<file path="config.mk">
export PLATFORM = sky130hd
export DESIGN_NAME = cdb_arbiter
export DESIGN_NICKNAME = d
export VERILOG_FILES = /design/src/rtl/cdb_arbiter_pkg.sv /design/src/rtl/cdb_fu_fifo.sv /design/src/rtl/cdb_arbiter.sv
export SDC_FILE = /design/constraint.sdc
export NUM_CORES = 1
export LEC_CHECK = 0
export BUFFER_PORTS_ARGS = -buffer_cell sky130_fd_sc_hd__buf_4
export CAP_MARGIN = 40
export CORE_ASPECT_RATIO = 1.5
export CORE_MARGIN = 3
export CORE_UTILIZATION = 57
export DETAILED_ROUTE_END_ITERATION = 6
export PLACE_DENSITY = 0.83
export SETUP_SLACK_MARGIN = 0.1
export SKIP_LAST_GASP = 1
export SYNTH_ARGS = -nofsm -noshare
export SYNTH_HDL_FRONTEND = slang
export SYNTH_SLANG_ARGS = --single-unit
</file>
<file path="constraint.sdc">
create_clock -name clock -period 8.3 [get_ports clock]
set_input_delay 2.49 -clock clock [delete_from_list [all_inputs] [get_ports clock]]
set_output_delay 2.49 -clock clock [all_outputs]
set_load 0.01 [all_outputs]
</file>
<file path="src/rtl/cdb_arbiter_pkg.sv">
// Shared completion-bus types and default sizing for the CDB arbiter.
package cdb_arbiter_pkg;

  localparam int CDB_NUM_FU    = 4;
  localparam int CDB_BUF_DEPTH = 2;

  // Completion packet produced by an FU tail stage, result already stamped.
  typedef struct packed {
    logic [5:0]  rob_idx;
    logic [4:0]  dest_reg;
    logic [31:0] result;
  } EX_COMPLETE_ENTRY;

endpackage

</file>
<file path="src/rtl/cdb_fu_fifo.sv">
// Per-FU completion holding FIFO. Pointers wrap naturally; count carries
// one extra bit so that "full" is distinguishable from "empty".
module cdb_fu_fifo
  import cdb_arbiter_pkg::*;
#(
  parameter  int DEPTH = 2,
  localparam int PTR_W = $clog2(DEPTH),
  localparam int CNT_W = PTR_W + 1
) (
  input  logic             clock,
  input  logic             reset,
  input  logic             flush,
  input  logic             push,
  input  logic             pop,
  input  EX_COMPLETE_ENTRY din,
  output EX_COMPLETE_ENTRY dout,
  output logic [CNT_W-1:0] count,
  output logic             full,
  output logic             empty
);

  EX_COMPLETE_ENTRY mem [DEPTH];
  logic [PTR_W-1:0] wr_ptr, rd_ptr;
  logic             do_push, do_pop;

  assign full    = (count == CNT_W'(DEPTH));
  assign empty   = (count == '0);
  assign do_pop  = pop & ~empty;
  // A push into a full FIFO is only taken when the head leaves this cycle.
  assign do_push = push & (~full | do_pop);
  assign dout    = mem[rd_ptr];

  // Storage array; no reset needed, validity is tracked by count.
  always_ff @(posedge clock) begin
    if (do_push) mem[wr_ptr] <= din;
  end

  // Pointer and occupancy bookkeeping; flush empties just like reset.
  always_ff @(posedge clock) begin
    if (reset || flush) begin
      wr_ptr <= '0;
      rd_ptr <= '0;
      count  <= '0;
    end else begin
      if (do_push) wr_ptr <= wr_ptr + PTR_W'(1);
      if (do_pop)  rd_ptr <= rd_ptr + PTR_W'(1);
      count <= count + CNT_W'(do_push) - CNT_W'(do_pop);
    end
  end

endmodule

</file>
<file path="src/rtl/cdb_arbiter.sv">
// Common data bus arbiter: buffers FU completions in per-FU FIFOs and
// broadcasts one per cycle, round-robin across FUs.
// Optional feature: define CDB_BYPASS_EN to let a completion arriving at an
// empty, granted FU pass straight to the bus in the same cycle (bus outputs
// then become combinational). Default build registers all bus outputs.
module cdb_arbiter
  import cdb_arbiter_pkg::*;
#(
  parameter  int NUM_FU    = CDB_NUM_FU,
  parameter  int BUF_DEPTH = CDB_BUF_DEPTH,
  localparam int IDX_W     = (NUM_FU > 1) ? $clog2(NUM_FU) : 1,
  localparam int CNT_W     = $clog2(BUF_DEPTH) + 1
) (
  input  logic                               clock,
  input  logic                               reset,
  input  logic                               flush,
  input  logic             [NUM_FU-1:0]      fu_done,
  input  EX_COMPLETE_ENTRY [NUM_FU-1:0]      fu_meta,
  output logic             [NUM_FU-1:0]      fu_full,
  output logic                               cdb_valid,
  output EX_COMPLETE_ENTRY                   cdb_entry,
  output logic             [IDX_W-1:0]       cdb_fu_idx,
  output logic                               overflow
);

  EX_COMPLETE_ENTRY [NUM_FU-1:0]            head;
  logic             [NUM_FU-1:0][CNT_W-1:0] count;
  logic             [NUM_FU-1:0]            empty, fifo_full, req, push, pop, drop, byp;
  logic             [IDX_W-1:0]             rr_ptr, grant_idx, next_ptr;
  logic                                     grant_any;
  EX_COMPLETE_ENTRY                         sel_entry, entry_q;
  logic             [IDX_W-1:0]             idx_q;
  logic                                     valid_q;

  for (genvar i = 0; i < NUM_FU; i++) begin : g_fu
    cdb_fu_fifo #(.DEPTH(BUF_DEPTH)) u_fifo (
      .clock (clock),
      .reset (reset),
      .flush (flush),
      .push  (push[i]),
      .pop   (pop[i]),
      .din   (fu_meta[i]),
      .dout  (head[i]),
      .count (count[i]),
      .full  (fifo_full[i]),
      .empty (empty[i])
    );
    assign fu_full[i] = (count[i] == CNT_W'(BUF_DEPTH));
  end

`ifdef CDB_BYPASS_EN
  // A fresh completion counts as pending even before it is stored.
  assign req       = ~empty | fu_done;
  assign sel_entry = byp[grant_idx] ? fu_meta[grant_idx] : head[grant_idx];
`else
  assign req       = ~empty;
  assign sel_entry = head[grant_idx];
`endif

  // Round-robin search from rr_ptr upward; lowest offset wins, so scan backwards.
  always_comb begin
    logic [IDX_W:0] cand;
    grant_any = 1'b0;
    grant_idx = rr_ptr;
    cand      = '0;
    for (int k = NUM_FU - 1; k >= 0; k--) begin
      cand = {1'b0, rr_ptr} + (IDX_W + 1)'(k);
      if (cand >= (IDX_W + 1)'(NUM_FU)) cand = cand - (IDX_W + 1)'(NUM_FU);
      if (req[cand[IDX_W-1:0]]) begin
        grant_any = 1'b1;
        grant_idx = cand[IDX_W-1:0];
      end
    end
    next_ptr = (grant_idx == IDX_W'(NUM_FU - 1)) ? '0 : grant_idx + IDX_W'(1);
  end

  // Per-FU push/pop steering; everything in a flush cycle is dropped.
  always_comb begin
    pop  = '0;
    push = '0;
    drop = '0;
    byp  = '0;
    for (int i = 0; i < NUM_FU; i++) begin
`ifdef CDB_BYPASS_EN
      byp[i]  = grant_any && (grant_idx == IDX_W'(i)) && empty[i] && !flush;
`endif
      pop[i]  = grant_any && (grant_idx == IDX_W'(i)) && !empty[i] && !flush;
      push[i] = fu_done[i] && !flush && !byp[i];
      drop[i] = push[i] && fifo_full[i] && !pop[i];
    end
  end

  // Grant pointer, broadcast register and sticky overflow flag.
  always_ff @(posedge clock) begin
    if (reset) begin
      rr_ptr   <= '0;
      valid_q  <= 1'b0;
      entry_q  <= '0;
      idx_q    <= '0;
      overflow <= 1'b0;
    end else begin
      overflow <= overflow | (|drop);
      valid_q  <= grant_any & ~flush;
      if (grant_any && !flush) begin
        rr_ptr  <= next_ptr;
        entry_q <= sel_entry;
        idx_q   <= grant_idx;
      end
    end
  end

`ifdef CDB_BYPASS_EN
  assign cdb_valid  = grant_any & ~flush & ~reset;
  assign cdb_entry  = reset ? '0 : (cdb_valid ? sel_entry : entry_q);
  assign cdb_fu_idx = reset ? '0 : (cdb_valid ? grant_idx : idx_q);
`else
  assign cdb_valid  = valid_q;
  assign cdb_entry  = entry_q;
  assign cdb_fu_idx = idx_q;
`endif

endmodule

</file>
## After elaboration in Yosys (flattened, before gate mapping)

Memory sizes are Yosys's and may differ from the RTL's. A register that Yosys moved wholly into a read port is not among the register bits.
Cells that the tools add are included.

- Output and inout bits: 51
- Input bits: 179
- Bits in writable memories: 344
- Memories kept: 4
- Word-level logic and storage cells: 167
- Register bits: 65
- ROM bits: 0
- Bits in latches: 0

Memory list:

| name | depth | width | rd ports | clocked after memory_dff | write ports | RTL line | text |
|---|---|---|---|---|---|---|---|
| g_fu[0].u_fifo.mem | 2 | 43 | 1 | 1 | 1 | cdb_fu_fifo.sv:22 | `EX_COMPLETE_ENTRY mem [DEPTH];` |
| g_fu[1].u_fifo.mem | 2 | 43 | 1 | 1 | 1 | cdb_fu_fifo.sv:22 |  |
| g_fu[2].u_fifo.mem | 2 | 43 | 1 | 1 | 1 | cdb_fu_fifo.sv:22 |  |
| g_fu[3].u_fifo.mem | 2 | 43 | 1 | 1 | 1 | cdb_fu_fifo.sv:22 |  |

- Multiplexer cells: 39
- Add/subtract/negate cells: 24
- Equal/unequal tests: 7
- Reductions and logical operators: 41
- Div/mod/pow operators: 0
- Shift operators: 0
- $mul: 0
- Bitwise operators: 24
- Magnitude comparators: 9

Operators with widths:

| operator | count |
|---|---|
| binary-select mux 43 bit (select 2 bit) | 1 |
| 2-to-1 mux 43 bit | 1 |
| logical AND 1 bit | 25 |
| 2-to-1 mux 1 bit | 24 |
| 2-to-1 mux 2 bit | 9 |
| less-than comparator 2 x 3 -> 1 bit, second input constant | 5 |
| equality test 2 bit, second input constant | 6 |
| logical NOT 2 bit | 5 |
| AND 1 bit | 9 |
| greater-or-equal comparator 3 bit, second input constant | 3 |
| logical NOT 1 bit | 9 |
| inverter 1 bit | 9 |
| adder 1 bit, second input constant | 8 |
| adder 2 x 1 -> 2 bit | 4 |
| binary-select mux 1 bit (select 2 bit) | 4 |
| subtractor 2 x 1 -> 2 bit | 4 |
| subtractor 2 x 1 -> 2 bit, second input constant | 4 |
| adder 2 x 2 -> 3 bit, second input constant | 2 |
| bitwise OR 1 bit | 5 |
| inverter 4 bit | 1 |
| OR reduction 4 bit | 1 |
| adder 2 x 1 -> 3 bit, second input constant | 1 |
| greater-or-equal comparator 2 x 3 -> 1 bit, second input constant | 1 |
| adder 2 x 1 -> 2 bit, second input constant | 1 |
| 2 further kinds | 2 |

## Longest topological paths before layout

- Depth in word-level cells: 18
- Mapped depth: 12
- Mapped depth without buffers: 10

## Cells and area by module

Synthesis repeated with hierarchy kept, for this count alone.

- Cell total of the unflattened synthesis: 1041
- Area, all modules: 16707.3 um^2

By module, submodules not included:

| module | seq. area each (um^2) | cells each | instances | area each (um^2) |
|---|---|---|---|---|
| cdb_fu_fifo | 2682.6 | 167 | 4 | 3350.7 |
| cdb_arbiter | 980.9 | 373 | 1 | 3304.4 |

## Worst setup path before layout

Ideal clock, no wire load.

- Path type: in2reg
- From: input flush
- To: memory g_fu[0].u_fifo.mem[1][0] in the netlist's numbering, enable pin
- Stages: 5
- Data required time: 7.794 ns
- Path buffers: 1
- Path slack: 0.994 ns
- Data arrival time: 6.800 ns
- Library setup time: 0.506 ns
- Path through: clkbuf_1 a31oi_2 o21ai_0 o31a_1 nor3b_1

- Cells in the longest elaborated chain, start to end: 7
- Elaborated cells between the ends (all ways): 8
- Those cells by class: mux (2); bitwise (3); reduce/logical (3)

RTL lines:

| item | RTL line | text |
|---|---|---|
| start, declared | cdb_arbiter.sv:16 | `input logic flush,` |
| logical NOT 1 bit * | cdb_arbiter.sv:87, cdb_arbiter.sv:88 |  |
| logical AND 1 bit | cdb_arbiter.sv:87 | `pop[i] = grant_any && (grant_idx == IDX_W'(i)) && !empty[i] && !flush;` |
| AND 1 bit | cdb_fu_fifo.sv:28 | `assign do_pop = pop & ~empty;` |
| bitwise OR 1 bit | cdb_fu_fifo.sv:30 | `assign do_push = push & (~full \| do_pop);` |
| AND 1 bit * | cdb_fu_fifo.sv:30 |  |
| 2-to-1 mux 1 bit * | cdb_fu_fifo.sv:35 | `if (do_push) mem[wr_ptr] <= din;` |
| 2-to-1 mux 1 bit (not written as such) * | cdb_fu_fifo.sv:35 |  |
| end, declared | cdb_fu_fifo.sv:22 |  |

Mark *: on every way between the ends. The rest lies on a longest branch, timed or not.

## Final worst setup path

- From: input flush
- To: memory g_fu[0].u_fifo.mem[0][8] in the netlist's numbering, enable pin

The elaborated chain is that of the path after synthesis.

==> summary.txt <==
Min path
  – Min-Delay Path Depth: 2
  – Worst Hold Path EP: cdb_entry[3]$_SDFFE_PP0P_
  – HP Class: flip-flop to flip-flop
  – Hold path start: cdb_entry[3]$_SDFFE_PP0P_

Timing
  – Hold_ws: 0.470 ns
  – Max-slew violations: 0
  – Final Cycle Share: 54.3%
  – Setup TNS: 0 ns
  – Peak Freq: 222 MHz
  – Worst slew pin tran: 0.870 ns
  – RSZ-0062 raised after global routing: false
  – Min cycle time layout: 4.51 ns
  – Slew HR: 41.5%
  – Setup violators final: 0
  – Hold Fails Final Rpt: 0
  – Clock skew: 0.0154 ns

Clock tree
  – CTS clk-pin slew, worst paths: 0.07 ns
  – CTS tree: yes
  – Later-pin clock latency in the skew report: 0.53 ns
  – CTS root buffer: clkbuf_16
  – Post-CTS resize count: 0
  – CTS Hold Buffers Added: 0
  – Post-CTS Setup Inserts: 0
  – Num CTS Buffers: 38
  – CTS Sinks: 413
  – H-tree levels: 2
  – Maximum clock path buffer count: 3

Critical path
  – Crit end category: flip-flop
  – CP delay by family, top: compound AO/OA/AOI/OAI gates
  – CP required: 8.52 ns
  – Slowest stage cell, crit path: a31oi_2
  – Cells along the critical path: buf_4 > a31oi_2 > o21ai_0 > o31a_1 > or3_1 > inv_2 > buf_12
  – Largest stage delay, worst path: 0.45 ns
  – R2R Path End: g_fu[0].u_fifo.mem[0][8]$_DFFE_PP_
  – Critical Path Source Type: primary input
  – Worst path buffer plus inverter count: 3
  – Setup CP Type: primary input to flip-flop
  – Number of stages on the worst setup path: 7
  – R2R Setup Slk: 4.43 ns
  – R2R cell count: 10
  – Critical Path AT: 4.73 ns
  – Max FO, Critical Path: 35
  – Worst r2r src: g_fu[3].u_fifo.count[0]$_SDFF_PP0_

Floorplan
  – IO Pins: 230
  – Std cell rows: 75
  – Starting Density: 58.2%
  – Die ar.: 30800 um2
  – Die Width: 144 um
  – Chip height: 214 um
  – Core Region: 28200 um2

Final layout
  – Diode count: 0
  – Finished Layout Cells: 1746
  – Final #Nets: 1555
  – Synthesis-to-finish area growth: 22.2%
  – Final Cell Area: 20000 um2
  – Post-Route Utilization: 71.1%
  – FILL cells: 1846
  – Layout cell share with drive strength beyond 1: 24.7%
  – Most frequent cells in the layout: edfxtp_1, buf_4, mux2i_1
  – Most common cell after layout, fill and taps aside: edfxtp_1

Placed design
  – # port buffers: 229
  – Area after DPL: 18600 um2
  – GPL Wtd Cong: 0.938
  – HPWL after DPL: 29300 um
  – Placed insts: 1677

Routing
  – DR iter-0 viols: 947
  – DR pass1 iterations: 6
  – Wirelength per Cell: 24.8 um
  – DR DRC count: 0
  – Via density: 6.12
  – Total Wirelength: 43300 um
  – Antenna Violating Nets Remaining: 0
  – Vias: 10.7k

Logic synthesis
  – Post-synth ARST share: 0%
  – Sequential area share after synthesis: 71.5%
  – Synth cell types: 49
  – Most used flip-flop cell after synthesis: edfxtp_1
  – Cells after Synth: 1158
  – Top area cells in the synthesized netlist: edfxtp_1, mux2i_1, dfxtp_1
  – Mean cell area of the mapped netlist: 14.1 um2
  – Post-synth top area share: 63.1%
  – Post-Syn Area: 16400 um2
  – Synth area leader: edfxtp_1
  – Post-synth EDFFs: 344
  – Yosys warns: 0
  – Syn Nets: 1342
  – Synth Register Bits: 413

Global routing
  – Vias in the first global route: 10.7k
  – Initial antenna violation count: 0
  – GR Util All Layers: 27.8%
  – Maximum number of pins on one net before global-route repair: 80
  – Overflow after GRT: 0
  – Global-route wire length before repair: 62300 um

Power
  – Power per Cell Area: 248 nW/um2
  – Leakage: 0.00706 uW
  – Peak supply drop: 0.205 mV

Outcome
  – Status: finished, final reports clean

Run
  – MaxCap Viol Count: 0
-- report_power, final --
| group | internal, uW | switching [uW] | leakage [uW] |
|---|---|---|---|
| combinational | 238 | 392 | 0.00266 |
| clock | 1170 | 753 | 0.000676 |
| sequential | 2340 | 55.4 | 0.00372 |
-- Yosys cell counts (all sizes together) (2+ instances only) --
| master | count |
|---|---|
| clkbuf | 57 |
| nor3 | 6 |
| nor3b | 3 |
| o21a | 3 |
| or3 | 3 |
| ha | 5 |
| a211o | 2 |
| or2 | 5 |
| buf | 23 |
| xnor2 | 6 |
| nand2 | 136 |
| nor4 | 3 |
| edfxtp | 344 |
| o31a | 3 |
| dfxtp | 69 |
| and3 | 3 |
| mux2i | 177 |
| o21ba | 2 |
| nor2b | 7 |
| a31oi | 46 |
| o41ai | 2 |
| nand4 | 43 |
| a21oi | 6 |
| a21o | 2 |
| nor2 | 27 |
| inv | 12 |
| o21ai | 12 |
| a211oi | 2 |
| nand3 | 135 |
| and2 | 2 |
| xor2 | 3 |
-- metal layers --
metal	routed length, um	global-route usage [%]	part of all wire, %	up-vias
li1	-	-	-	4801
met1	13800	30.0	32	5244
met2	23600	50.7	54	510
met3	2820	3.95	6.5	133
met4	3080	17.2	7.1	0
met5	0	0	0	-
-- flip-flops by register name, indices dropped and copies added, names as in the netlist, named ones only --
signal / count
rr_ptr: 2
g_fu.u_fifo.wr_ptr: 4
g_fu.u_fifo.mem: 344
cdb_valid: 1
cdb_entry: 43
cdb_fu_idx: 2
g_fu.u_fifo.rd_ptr: 4
g_fu.u_fifo.count: 8
overflow: 1
-- through the flow --
stage | worst slack [ns] | power [uW]
final | 3.79 | 4950
after detailed placement | 3.33 | 3060
after floorplan | 0.994 | 2740
after global placement | 3.00 | 3010
after CTS | 3.85 | 4960
after global routing | 3.68 | 5090
-- kinds of logic after synthesis --
kind of cell             after synthesis  synth area share [%]
AO/OA/AOI/OAI                         88                  3.71
XOR/XNOR                               9                 0.481
adder cells (fa/ha/maj)                5                 0.382
buffers and inverters                 92                  2.28
flip-flops                           413                  71.5
multiplexers                         177                  10.8
AND/OR/NAND/NOR                      374                  10.8
-- area by class of cell --
class / instances / area (um2) / share of cell area [%]
Multi-Input combinational cell: 653 / 4360 / 21.8
Timing Repair Buffer: 253 / 2060 / 10.3
Clock buffer: 46 / 1030 / 5.16
Tap cell: 346 / 433 / 2.16
Sequential cell: 413 / 11700 / 58.6
Inverter: 12 / 45.0 / 0.225
Clock inverter: 23 / 362 / 1.81
-- worst max-delay path by stage --
stage          startpoint                                   to
4_1_cts             flush  g_fu[0].u_fifo.mem[0][19]$_DFFE_PP_
6_report            flush   g_fu[0].u_fifo.mem[0][8]$_DFFE_PP_
3_5_place_dp        flush  g_fu[0].u_fifo.mem[0][24]$_DFFE_PP_
3_3_place_gp        flush  g_fu[0].u_fifo.mem[0][23]$_DFFE_PP_
5_1_grt             flush  g_fu[0].u_fifo.mem[0][17]$_DFFE_PP_
2_1_floorplan       flush   g_fu[0].u_fifo.mem[1][0]$_DFFE_PP_
-- tightest hold or removal path: cells and delay by family, from the launching register on --
family | cells | cell delay [ns]
simple gates | 2 | 0.10
flops | 1 | 0.32
Note: power is estimated with default switching activity, not from simulation.
